## config.mk

```make
export PLATFORM = sky130hd
export DESIGN_NAME = irq_pending_latch
export DESIGN_NICKNAME = d
export VERILOG_FILES = /design/src/rtl/irq_pending_latch.sv
export SDC_FILE = /design/constraint.sdc
export NUM_CORES = 1
export LEC_CHECK = 0
export BUFFER_PORTS_ARGS = -buffer_cell sky130_fd_sc_hd__clkbuf_2
export CAP_MARGIN = 10
export CORE_MARGIN = 10
export CORE_UTILIZATION = 42
export CTS_CLUSTER_SIZE = 12
export DETAILED_ROUTE_END_ITERATION = 8
export GPL_ROUTABILITY_DRIVEN = 0
export PLACE_DENSITY = 0.72
export SLEW_MARGIN = 30
export SYNTH_ARGS = -nofsm -noshare
export SYNTH_HDL_FRONTEND = slang
export SYNTH_SLANG_ARGS = --single-unit
```

## constraint.sdc

```tcl
create_clock -name clk -period 1.2 [get_ports clk]
set_input_delay 0 -clock clk [delete_from_list [all_inputs] [get_ports clk]]
set_output_delay 0 -clock clk [all_outputs]
set_load 0.005 [all_outputs]
```

## src/rtl/irq_pending_latch.sv

```systemverilog
// -----------------------------------------------------------------------------
// irq_pending_latch
//
// Request-capture stage placed in front of the 4-to-2 priority encoder.
// Every request line is synchronized, rising edges are detected, and each
// event is held in a sticky pending bit until the consumer acknowledges it
// by index. The masked pending vector feeds the encoder d_in and the encoder
// d_out comes back as ack_id. Events that arrive while their line is already
// pending are counted as lost and flagged on overflow.
//
// Optional feature macro: IRQ_LATCH_OVF_EN
//   defined     -> per-line sticky overflow detection is built
//   not defined -> overflow is tied to 0 and ovf_clr is ignored
//
// Parameters
//   N            number of request lines (2..32)
//   SYNC_STAGES  synchronizer flops per request line (2..3)
//
// Ports
//   clk        in   1            single clock, rising edge
//   rst        in   1            synchronous, active-high reset
//   req_in     in   N            asynchronous request lines (rising edge = event)
//   mask       in   N            1 hides the pending bit from pend_out
//   pend_out   out  N            pending & ~mask, drives encoder d_in
//   irq_out    out  1            OR-reduce of pend_out
//   ack_valid  in   1            qualifies ack_id for one cycle
//   ack_id     in   clog2(N)     index of the pending bit to clear
//   overflow   out  N            sticky per-line lost-event flags
//   ovf_clr    in   1            clears all overflow flags
// -----------------------------------------------------------------------------
module irq_pending_latch #(
  parameter int N           = 4,
  parameter int SYNC_STAGES = 2
) (
  input  logic                 clk,
  input  logic                 rst,
  input  logic [N-1:0]         req_in,
  input  logic [N-1:0]         mask,
  output logic [N-1:0]         pend_out,
  output logic                 irq_out,
  input  logic                 ack_valid,
  input  logic [$clog2(N)-1:0] ack_id,
  output logic [N-1:0]         overflow,
  input  logic                 ovf_clr
);

  localparam int IW = $clog2(N);

  // Synchronizer chain: stage 0 samples req_in, stage SYNC_STAGES-1 is the
  // last synchronized copy that the edge detector looks at.
  logic [SYNC_STAGES-1:0][N-1:0] sync_q;
  logic [N-1:0]                  hist_q;
  logic [N-1:0]                  sync_last;
  logic [N-1:0]                  edge_det;
  logic [N-1:0]                  ack_hit;
  logic [N-1:0]                  pending_q;

  assign sync_last = sync_q[SYNC_STAGES-1];

  // Clearing the whole chain and the history flop on reset discards any edge
  // still in flight, and makes a line held high through reset look like a
  // fresh 0->1 transition once reset is released (exactly one event).
  always_ff @(posedge clk) begin
    if (rst) begin
      sync_q <= '0;
      hist_q <= '0;
    end else begin
      sync_q[0] <= req_in;
      for (int s = 1; s < SYNC_STAGES; s++) begin
        sync_q[s] <= sync_q[s-1];
      end
      hist_q <= sync_last;
    end
  end

  assign edge_det = sync_last & ~hist_q;

  // One-hot decode of the acknowledge. An ack_id that does not name a real
  // line (possible when N is not a power of two) matches nothing.
  always_comb begin
    ack_hit = '0;
    for (int i = 0; i < N; i++) begin
      if (ack_valid && (ack_id == IW'(i))) begin
        ack_hit[i] = 1'b1;
      end
    end
  end

  // Pending bits: a new edge wins over a same-cycle ack of the same line so
  // that the fresh event is never dropped. Mask plays no part here.
  always_ff @(posedge clk) begin
    if (rst) begin
      pending_q <= '0;
    end else begin
      pending_q <= edge_det | (pending_q & ~ack_hit);
    end
  end

  // Outputs are purely a function of registered pending and the live mask,
  // so a mask change shows up in the same cycle and req_in has no direct path.
  assign pend_out = pending_q & ~mask;
  assign irq_out  = |pend_out;

`ifdef IRQ_LATCH_OVF_EN
  logic [N-1:0] ovf_set;
  logic [N-1:0] overflow_q;

  // An edge on a line that is already pending is merged and lost, unless the
  // same cycle acknowledges that line: then the old event is consumed and the
  // new one takes its place, so nothing is lost.
  assign ovf_set = edge_det & pending_q & ~ack_hit;

  // Sticky flags; a new loss in the same cycle as ovf_clr still registers.
  always_ff @(posedge clk) begin
    if (rst) begin
      overflow_q <= '0;
    end else if (ovf_clr) begin
      overflow_q <= ovf_set;
    end else begin
      overflow_q <= overflow_q | ovf_set;
    end
  end

  assign overflow = overflow_q;
`else
  // No loss tracking in this build; ovf_clr stays on the port list but does
  // nothing.
  logic unused_ovf_clr;
  assign unused_ovf_clr = ovf_clr;
  assign overflow       = '0;
`endif

endmodule

```

==> metrics.md, run 1 <==
| Metric | Value |
|---|---|
| Status | finished, violations left |
| Failing checks | setup timing |
| IO buf count | 17 |
| Layout Area Growth over Synthesis | 25.3% |
| Final WS setup | -145 ps |
| Max FO, Critical Path | 2 |
| Ports | 23 |
| Total global-route track usage | 5.86% |
| CTS Buffer Depth | 2 |
| Largest net degree at the start of global routing | 17 |
| H-Tree Depth | 1 |
| Final Slew Violations | 0 |
| Antenna violations before repair | 0 |
| Worst Setup End Kind | output pin |
| Post-synthesis compound-gate area fraction | 5.27% |
| Via count | 395 |
| Max Clk Rate | 0.743 GHz |
| Synth warn | 0 |
| Unrepaired setup endpoints after global routing | true |
| Row cnt | 13 |
| Post-cts sizing count | 0 |
| Number of global-route vias before repair | 363 |
| Commonest non-fill, non-tap cell in the layout | clkbuf_2 |
| Worst Path Required | 1200 ps |
| Worst skew pair latency | 270 ps |
| Synth area leaders | dfxtp_1 (56%), nor2b_1 (18%), buf_4 (5.3%) |
| CP arrival | 1350 ps |
| Number of synthesized register bits | 16 |
| Post-Synth Adder-Cell Area | 0% |
| Pwr Density | 1280 nW/µm² |
| Tmin final | 1350 ps |
| Final Skew | 0.617 ps |
| Inserted Diodes | 0 |
| First-pass GRT wire length | 1550 µm |
| Post-synthesis cell type count | 14 |
| CTS sink count | 16 |
| Drt wl/cell | 10.5 µm |
| Final nets | 93 |
| Hold crit path type | input pin to flop |
| Final Cycle Share | 112% |
| Routed WL | 962 µm |
| CP startpoint kind | flop |
| Largest family of logic cells by synthesized area | simple AND/OR/NAND/NOR gates |
| DR pass1 iterations | 4 |
| XOR/XNOR Fraction of Synth Area | 0% |
| Clk root buf | clkbuf_4 |
| Number of max-cap violations | 0 |
| Full die area | 3230 µm² |
| Hold slack | 53.0 ps |
| Die Wd | 56.8 µm |
| Post-Syn Instances | 55 |
| Area share of the largest cell type after synthesis | 56.3% |
| Avg Cell Area, Syn | 10.4 µm² |
| Seq/Total Area, Yosys | 56.3% |
| Die Ht | 56.8 µm |
| Post-route ant nets | 0 |
| Final hold vios | 0 |
| Clock slew at reported path FFs | 90 ps |
| Via/cell ratio | 4.29 |
| Multiplexer share of the synthesized area | 0% |
| Layout cells sized above 1 | 29.9% |
| Core ar. | 1280 µm² |
| Postcts setup bufs | 0 |
| Post-Synth Simple-Gate Area | 31.9% |
| Max VDD drop | 0.648 mV |
| Worst Setup Path Type | flop to output pin |
| CTS tree | done |
| Grt total ovfl | 0 |
| Total CTS buffers | 3 |
| Endpoints failing setup | 1 |
| Setup WS pre-CTS | 151 ps |
| Starting Density | 44.3% |
| Commonest cells after routing, fill and taps aside | clkbuf_2 (17), nor2b_1 (16), dfxtp_1 (16) |
| Dpl hpwl | 694 µm |
| P_leak | 0.000317 µW |
| DRC | 0 |
| Yosys top cell by area | dfxtp_1 |
| Starting DRT DRC Count | 5 |
| Core Util, Final | 55.5% |
| Netlist Area Pre-Place | 569 µm² |
Yosys cell counts:
master	number
nand3b_1	1
conb_1	1
nor2b_4	2
o21ai_0	2
buf_4	4
dfxtp_1	16
nor2_1	2
nand2b_1	3
or4_4	1
a21oi_1	4
nand3_1	1
clkbuf_1	1
nand2_1	1
nor2b_1	16
power by group:
group | switching, µW | internal [µW]
sequential | 6.60 | 553
clock | 149 | 116
combinational | 36.2 | 52.7
total | 192 | 722
critical path, cell delays in order, from the launching register on:
cell,delay [ps]
dfxtp_1,310
nor2b_4,120
or4_4,510
clkbuf_2,130
flip-flops by register name (all words and copies together), names as in the netlist:
signal	cells
hist_q	4
pending_q	4
sync_last	4
sync_q	4
path summary, 6_finish.rpt:
| kind | from | depth (start not counted) | slack, ps | end |
|---|---|---|---|---|
| max | pending_q[0]$_SDFF_PP0_ | 3 | -150 | irq_out |
| min | ack_id[0] | 4 | 50 | pending_q[3]$_SDFF_PP0_ |
| max reg2reg | sync_last[2]$_SDFF_PP0_ | 3 | 500 | pending_q[2]$_SDFF_PP0_ |
| min reg2reg | sync_q[2]$_SDFF_PP0_ | 1 | 440 | sync_last[2]$_SDFF_PP0_ |
logic make-up after synthesis:
family / Yosys count
AND/OR/NAND/NOR: 27
AO/OA/AOI/OAI: 6
flip-flops: 16
buffers and inverters: 5
other: 1
metrics by stage:
stage | total power, µW | setup TNS [ps] | instances | instance area [µm²]
floorplan | 623 | 0 | 58 | 581
global placement | 649 | 0 | 85 | 651
detailed placement | 652 | 0 | 85 | 651
CTS | 923 | -163 | 92 | 713
global route | 958 | -185 | 92 | 713
finish | 914 | -145 | 92 | 713
area by class of cell:
class	count	area [µm²]
Sequential cell	16	320
Tap cell	15	18.8
Multi-Input combinational cell	37	226
Clock buffer	3	22.5
Fill cell	122	572
Timing Repair Buffer	21	125
timing repair:
| item | 4_1_cts | 5_1_grt |
|---|---|---|
| pin swaps | 0 | 0 |
| hold buffers | 4 | 0 |
| setup endpoints to repair | 1 | 1 |
| endpoints found under the hold margin | 4 | 0 |
layer usage:
metal,vias to the layer above,routed length (µm),global-route usage (%)
met5,-,0,0
met4,0,4,4.03
met3,2,132,4.04
met2,19,364,7.37
met1,162,461,6.78
li1,212,-,-
Power figures use the tool's default switching activity.
==> run 2: changes to the inputs <==
--- a/config.mk
+++ b/config.mk
@@ -12,7 +12,9 @@
 export CTS_CLUSTER_SIZE = 12
 export DETAILED_ROUTE_END_ITERATION = 8
 export GPL_ROUTABILITY_DRIVEN = 0
+export HOLD_SLACK_MARGIN = 0.06
 export PLACE_DENSITY = 0.72
+export SKIP_LAST_GASP = 1
 export SLEW_MARGIN = 30
 export SYNTH_ARGS = -nofsm -noshare
 export SYNTH_HDL_FRONTEND = slang
==> run 2 against run 1 <==
  * The run still ends with setup timing left
  * Critical path depth unchanged
  * Worst hold slack better by 14 ps
  * Core utilization rose by 0.78 points
  * Routed wire length is 1.7% higher
  * Sequential share of layout area fell by 0.62 points
  * Combinational power is 3.0% higher
  * Die area stayed put
  * Clock-buffer cell count did not move
  * Critical endpoint unchanged
  * Largest cell class unchanged
  * Largest power group unchanged
  * Highest routed layer unchanged
==> metrics.md, run 2 (synthesis gave the netlist of run 1 again) <==
| Metric | Value |
|---|---|
| Clock slew at reported path FFs | 90 ps (about the same) |
| IO buf count | 17 (unchanged) |
| Routed WL | 978 µm (+1.7%) |
| Hold slack | 66.9 ps (+13.9 ps) |
| Final Cycle Share | 112% (+0.14 points) |
| Clk root buf | clkbuf_4 |
| Full die area | 3230 µm² (unchanged) |
| Layout Area Growth over Synthesis | 27.0% |
| DR pass1 iterations | 4 (unchanged) |
| Max FO, Critical Path | 2 (unchanged) |
| Drt wl/cell | 10.5 µm (+0.57%) |
| Row cnt | 13 (unchanged) |
| Core ar. | 1280 µm² (unchanged) |
| Finished Cell Area | 723 µm² (+1.4%) |
| Failing checks | setup timing |
| Tmin final | 1350 ps (+1.69 ps) |
| Max VDD drop | 0.648 mV (about the same) |
| DRC | 0 (unchanged) |
| Worst Setup End Kind | output pin |
| Die Wd | 56.8 µm (unchanged) |
| Final Slew Violations | 0 (unchanged) |
| CTS Buffer Depth | 2 (unchanged) |
| Number of max-cap violations | 0 (unchanged) |
| CP startpoint kind | flop |
| Via/cell ratio | 4.29 (about the same) |
| Unrepaired setup endpoints after global routing | true |
| Hold crit path type | input pin to flop |
| Final Skew | 0.617 ps (unchanged) |
| Die Ht | 56.8 µm (unchanged) |
| First-pass GRT wire length | 1570 µm (+1.8%) |
| Total CTS buffers | 3 (unchanged) |
| Commonest cells after routing, fill and taps aside | clkbuf_2 (17), nor2b_1 (16), dfxtp_1 (16), dlygate4sd3_1 (5) |
| H-Tree Depth | 1 (unchanged) |
| Final WS setup | -147 ps (-1.69 ps) |
| CP arrival | 1350 ps (about the same) |
| Setup WS pre-CTS | 151 ps (unchanged) |
| P_leak | 0.000322 µW (+1.3%) |
| Fillcell total | 121 (-0.82%) |
| Number of global-route vias before repair | 369 (+1.7%) |
| Final hold vios | 0 (unchanged) |
| CTS tree | done |
| Postcts setup bufs | 0 (unchanged) |
| Post-cts sizing count | 0 (unchanged) |
| Inserted Diodes | 0 (unchanged) |
| Layout cells sized above 1 | 29.5% (-0.38 points) |
| Pwr Density | 1270 nW/µm² (-1.1%) |
| Worst Setup Path Type | flop to output pin |
| Final nets | 94 (+1.1%) |
| Placed inst area | 651 µm² (unchanged) |
| Ports | 23 (unchanged) |
| Via count | 399 (+1.0%) |
| Dpl hpwl | 694 µm (unchanged) |
| Largest net degree at the start of global routing | 17 (unchanged) |
| CTS sink count | 16 (unchanged) |
| Antenna violations before repair | 0 (unchanged) |
| Post-route ant nets | 0 (unchanged) |
| Total global-route track usage | 5.95% (+0.090 points) |
| Status | finished, violations left |
| Endpoints failing setup | 1 (unchanged) |
| Starting DRT DRC Count | 5 (unchanged) |
| Starting Density | 44.3% (unchanged) |
| Commonest non-fill, non-tap cell in the layout | clkbuf_2 |
| Max Clk Rate | 0.742 GHz (-0.13%) |
| Worst Path Required | 1200 ps (about the same) |
| Grt total ovfl | 0 (unchanged) |
| Worst skew pair latency | 270 ps (about the same) |
run 2: path summary, 6_finish.rpt:
check	cells after the start	start	slack [ps]	endpoint
max	3	pending_q[0]$_SDFF_PP0_	-150	irq_out
min	4	ack_id[1]	70	pending_q[3]$_SDFF_PP0_
max reg2reg	3	sync_last[2]$_SDFF_PP0_	500	pending_q[2]$_SDFF_PP0_
min reg2reg	1	sync_q[2]$_SDFF_PP0_	440	sync_last[2]$_SDFF_PP0_
run 2: timing repair:
item                                    CTS  global route
hold buffers                              5             0
endpoints found under the setup margin    1             1
cloned                                    0             0
hold endpoints to repair                  5             0
run 2: power by group:
group          internal [µW]  switching [µW]  leakage, µW  total [µW]
Combinational           54.8            36.8     0.000176        91.6
Clock                    116             149    0.0000138         265
Sequential               553            6.60     0.000131         560
Total                    724             193     0.000322         917
run 2: routing by layer:
layer | vias up | share of wire (%) | GRT usage, %
li1 | 214 | - | -
met5 | - | 0 | 0
met3 | 2 | 11 | 3.82
met4 | 0 | 0.41 | 4.03
met2 | 19 | 39 | 7.68
met1 | 164 | 49 | 6.90
run 2: final cells by class:
cell class	instances	area, µm²	share of cell area, %
Multi-Input combinational cell	37	226	31.3
Tap cell	15	18.8	2.60
Timing Repair Buffer	22	135	18.7
Sequential cell	16	320	44.3
Clock buffer	3	22.5	3.11
run 2: worst max-delay path, stage by stage (launching register included):
cell,delay (ps)
dfxtp_1,310
nor2b_4,120
or4_4,510
clkbuf_2,130
run 2: per-stage QoR:
step	utilization, %	std cells	TNS (ps)	power (µW)
4_1_cts	56.3	93	-163	926
2_1_floorplan	-	58	0	623
6_report	56.3	93	-147	917
3_5_place_dp	50.6	85	0	652
5_1_grt	56.3	93	-185	960
3_3_place_gp	50.6	85	0	649
==> run 3: changes to the inputs <==
--- a/config.mk
+++ b/config.mk
@@ -13,7 +13,7 @@
 export DETAILED_ROUTE_END_ITERATION = 8
 export GPL_ROUTABILITY_DRIVEN = 0
 export HOLD_SLACK_MARGIN = 0.06
-export PLACE_DENSITY = 0.72
+export PLACE_DENSITY = 0.79
 export SKIP_LAST_GASP = 1
 export SLEW_MARGIN = 30
 export SYNTH_ARGS = -nofsm -noshare
==> run 3 against run 2 <==
  * Clock skew is essentially flat
  * Core utilization unchanged
  * Total power is 0.24% lower
  * Fmax up 0.55%
  * Highest routed layer is now met3
  * Critical path type unchanged
  * The run still ends with setup timing left
  * Critical endpoint unchanged
  * Final cell count stayed put
  * Non-clock buffer count unchanged
  * Die area did not move
  * Sequential share of layout area stayed put
  * Combinational power is 0.5% higher
  * Largest power group unchanged
==> metrics.md, run 3 (synthesis gave the netlist of run 1 again) <==
| Metric | Value |
|---|---|
| GR Util met1 | 5.77% (-1.1 points) |
| Core Util, Final | 56.3% (unchanged) |
| Total stage count of the critical path | 3 (unchanged) |
| Clock slew at reported path FFs | 90 ps (about the same) |
| Starting Density | 44.3% (unchanged) |
| Sw frac | 20.8% (-0.20 points) |
| Routed WL | 1020 µm (+4.4%) |
| Full die area | 3230 µm² (unchanged) |
| IO buf count | 17 (unchanged) |
| Via/cell ratio | 4.16 (-3.0%) |
| Grt met2 use | 9.56% (+1.9 points) |
| Inserted Diodes | 0 (unchanged) |
| Number of max-cap violations | 0 (unchanged) |
| CP startpoint kind | flop |
| Total global-route track usage | 6.36% (+0.40 points) |
| Worst Hold Path EP | pending_q[3]$_SDFF_PP0_ |
| Total CTS buffers | 3 (unchanged) |
| Die Ht | 56.8 µm (unchanged) |
| Number of global-route vias before repair | 391 (+6.0%) |
| Ports | 23 (unchanged) |
| Worst hold start | ack_id[1] |
| Die Wd | 56.8 µm (unchanged) |
| Hold slack | 63.9 ps (-2.96 ps) |
| Cell Chain, Critical Path | nor2b_4 > or4_4 > clkbuf_2 |
| Worst Path Required | 1200 ps (about the same) |
| Storage element area | 320 µm² (unchanged) |
| Starting DRT DRC Count | 1 (-4) |
| Flop2flop setup slack | 510 ps (about the same) |
| Reg2Reg Depth | 3 (unchanged) |
| Fillcell total | 119 (-1.7%) |
| CTS Buffer Depth | 2 (unchanged) |
| CTS sink count | 16 (unchanged) |
| Hold depth | 4 (unchanged) |
| Internal | 724 µW (about the same) |
| Critical R2R Capture | pending_q[2]$_SDFF_PP0_ |
| Busiest layer in global routing | met2 |
| Tmin final | 1340 ps (-7.38 ps) |
| Final nets | 94 (unchanged) |
| Layout cells sized above 1 | 29.5% (unchanged) |
| Dpl hpwl | 733 µm (+5.6%) |
| Failing checks | setup timing |
| Antenna violations before repair | 0 (unchanged) |
| CP arrival | 1340 ps (about the same) |
| DR pass1 iterations | 4 (unchanged) |
| CP max stage delay | 510 ps (about the same) |
| Unrepaired setup endpoints after global routing | true |
| Layout Area Growth over Synthesis | 27.0% (unchanged) |
| Postcts setup bufs | 0 (unchanged) |
| Largest net degree at the start of global routing | 17 (unchanged) |
| Max VDD drop | 0.582 mV (-10%) |
| Max Clk Rate | 0.746 GHz (+0.55%) |
| Endpoints failing setup | 1 (unchanged) |
| Pwr Density | 1260 nW/µm² (-0.24%) |
| Sequential share of power | 61.2% (about the same) |
| Final WS setup | -140 ps (+7.38 ps) |
| Accumulated negative setup slack | -140 ps (+7.38 ps) |
| Logic pwr share | 10.1% (about the same) |
| H-Tree Depth | 1 (unchanged) |
| Commonest non-fill, non-tap cell in the layout | clkbuf_2 |
| Area of the multi-input gates | 226 µm² (unchanged) |
| M3 GR Usage | 4.49% (+0.67 points) |
| Final hold vios | 0 (unchanged) |
| Via count | 387 (-3.0%) |
| Hold crit path type | input pin to flop |
| Clk network pwr share | 28.7% (-0.2 points) |
| RR Startpoint | sync_last[2]$_SDFF_PP0_ |
| P_leak | 0.000322 µW (unchanged) |
| DRC | 0 (unchanged) |
| Row cnt | 13 (unchanged) |
| Final Slew Violations | 0 (unchanged) |
| Worst Setup End Kind | output pin |
| Max FO, Critical Path | 2 (unchanged) |
| Max stage delay cell, worst path | or4_4 |
| Grt total ovfl | 0 (unchanged) |
| CTS tree | done |
| Final Skew | 0.594 ps (-0.0236 ps) |
| Family with the most delay on the worst path | simple AND/OR/NAND/NOR gates |
| Core ar. | 1280 µm² (unchanged) |
| Post-route ant nets | 0 (unchanged) |
| First-pass GRT wire length | 1660 µm (+5.7%) |
| Drt wl/cell | 11.0 µm (+4.4%) |
| Net Switching | 190 µW (-1.2%) |
| Status | finished, violations left |
| Final Cycle Share | 112% (-0.62 points) |
| Buf/Inv on CP | 1 (unchanged) |
| Worst skew pair latency | 280 ps (about the same) |
| Commonest cells after routing, fill and taps aside | clkbuf_2 (17), nor2b_1 (16), dfxtp_1 (16), dlygate4sd3_1 (5) |
| Clk root buf | clkbuf_4 |
| Worst Setup Path Type | flop to output pin |
-- run 3: layout make-up --
class                      instances  share of cell area [%]
clock buffer                       3                    3.11
timing repair buffer              22                    18.7
sequential                        16                    44.3
multi-input combinational         37                    31.3
tap                               15                    2.60
-- run 3: worst max path at each step --
stage	start	slack, ps	to
final	pending_q[0]$_SDFF_PP0_	-140	irq_out
after global routing	pending_q[0]$_SDFF_PP0_	-180	irq_out
after CTS	pending_q[0]$_SDFF_PP0_	-160	irq_out
after detailed placement	pending_q[0]$_SDFF_PP0_	160	irq_out
after global placement	pending_q[0]$_SDFF_PP0_	160	irq_out
after floorplan	pending_q[0]$_SDFF_PP0_	280	irq_out
-- run 3: tightest hold or removal path: stages --
cell	delay, ps
clkbuf_2	110
nand3_1	80
a21oi_1	60
nor2_1	70
-- run 3: per-stage QoR --
step	setup WS [ps]	area [µm²]	total power, µW	cells
after detailed placement	155	651	652	85
final	-140	723	915	93
after CTS	-164	723	930	93
after global placement	163	651	649	85
after floorplan	278	581	623	58
after global routing	-185	723	962	93
-- run 3: power groups by stage --
| stage | logic, µW | clock network (µW) | registers [µW] |
|---|---|---|---|
| floorplan | 52.7 | 0 | 571 |
| global placement | 77.3 | 0 | 572 |
| detailed placement | 79.9 | 0 | 573 |
| CTS | 92.6 | 277 | 560 |
| global route | 104 | 295 | 563 |
| finish | 92.1 | 263 | 560 |
-- run 3: routing by layer --
metal  vias up  wire [µm]  share of wire (%)
li1        212          -                  -
met1       157        423                 41
met2        18        439                 43
met3         0        158                 15
met4         0          0                  0
met5         -          0                  0
-- run 3: repair_timing --
item / in CTS / in global routing
setup endpoints to repair: 1 / 1
resized for setup: 0 / 0
hold buffers: 5 / 0
endpoints found under the hold margin: 5 / 0
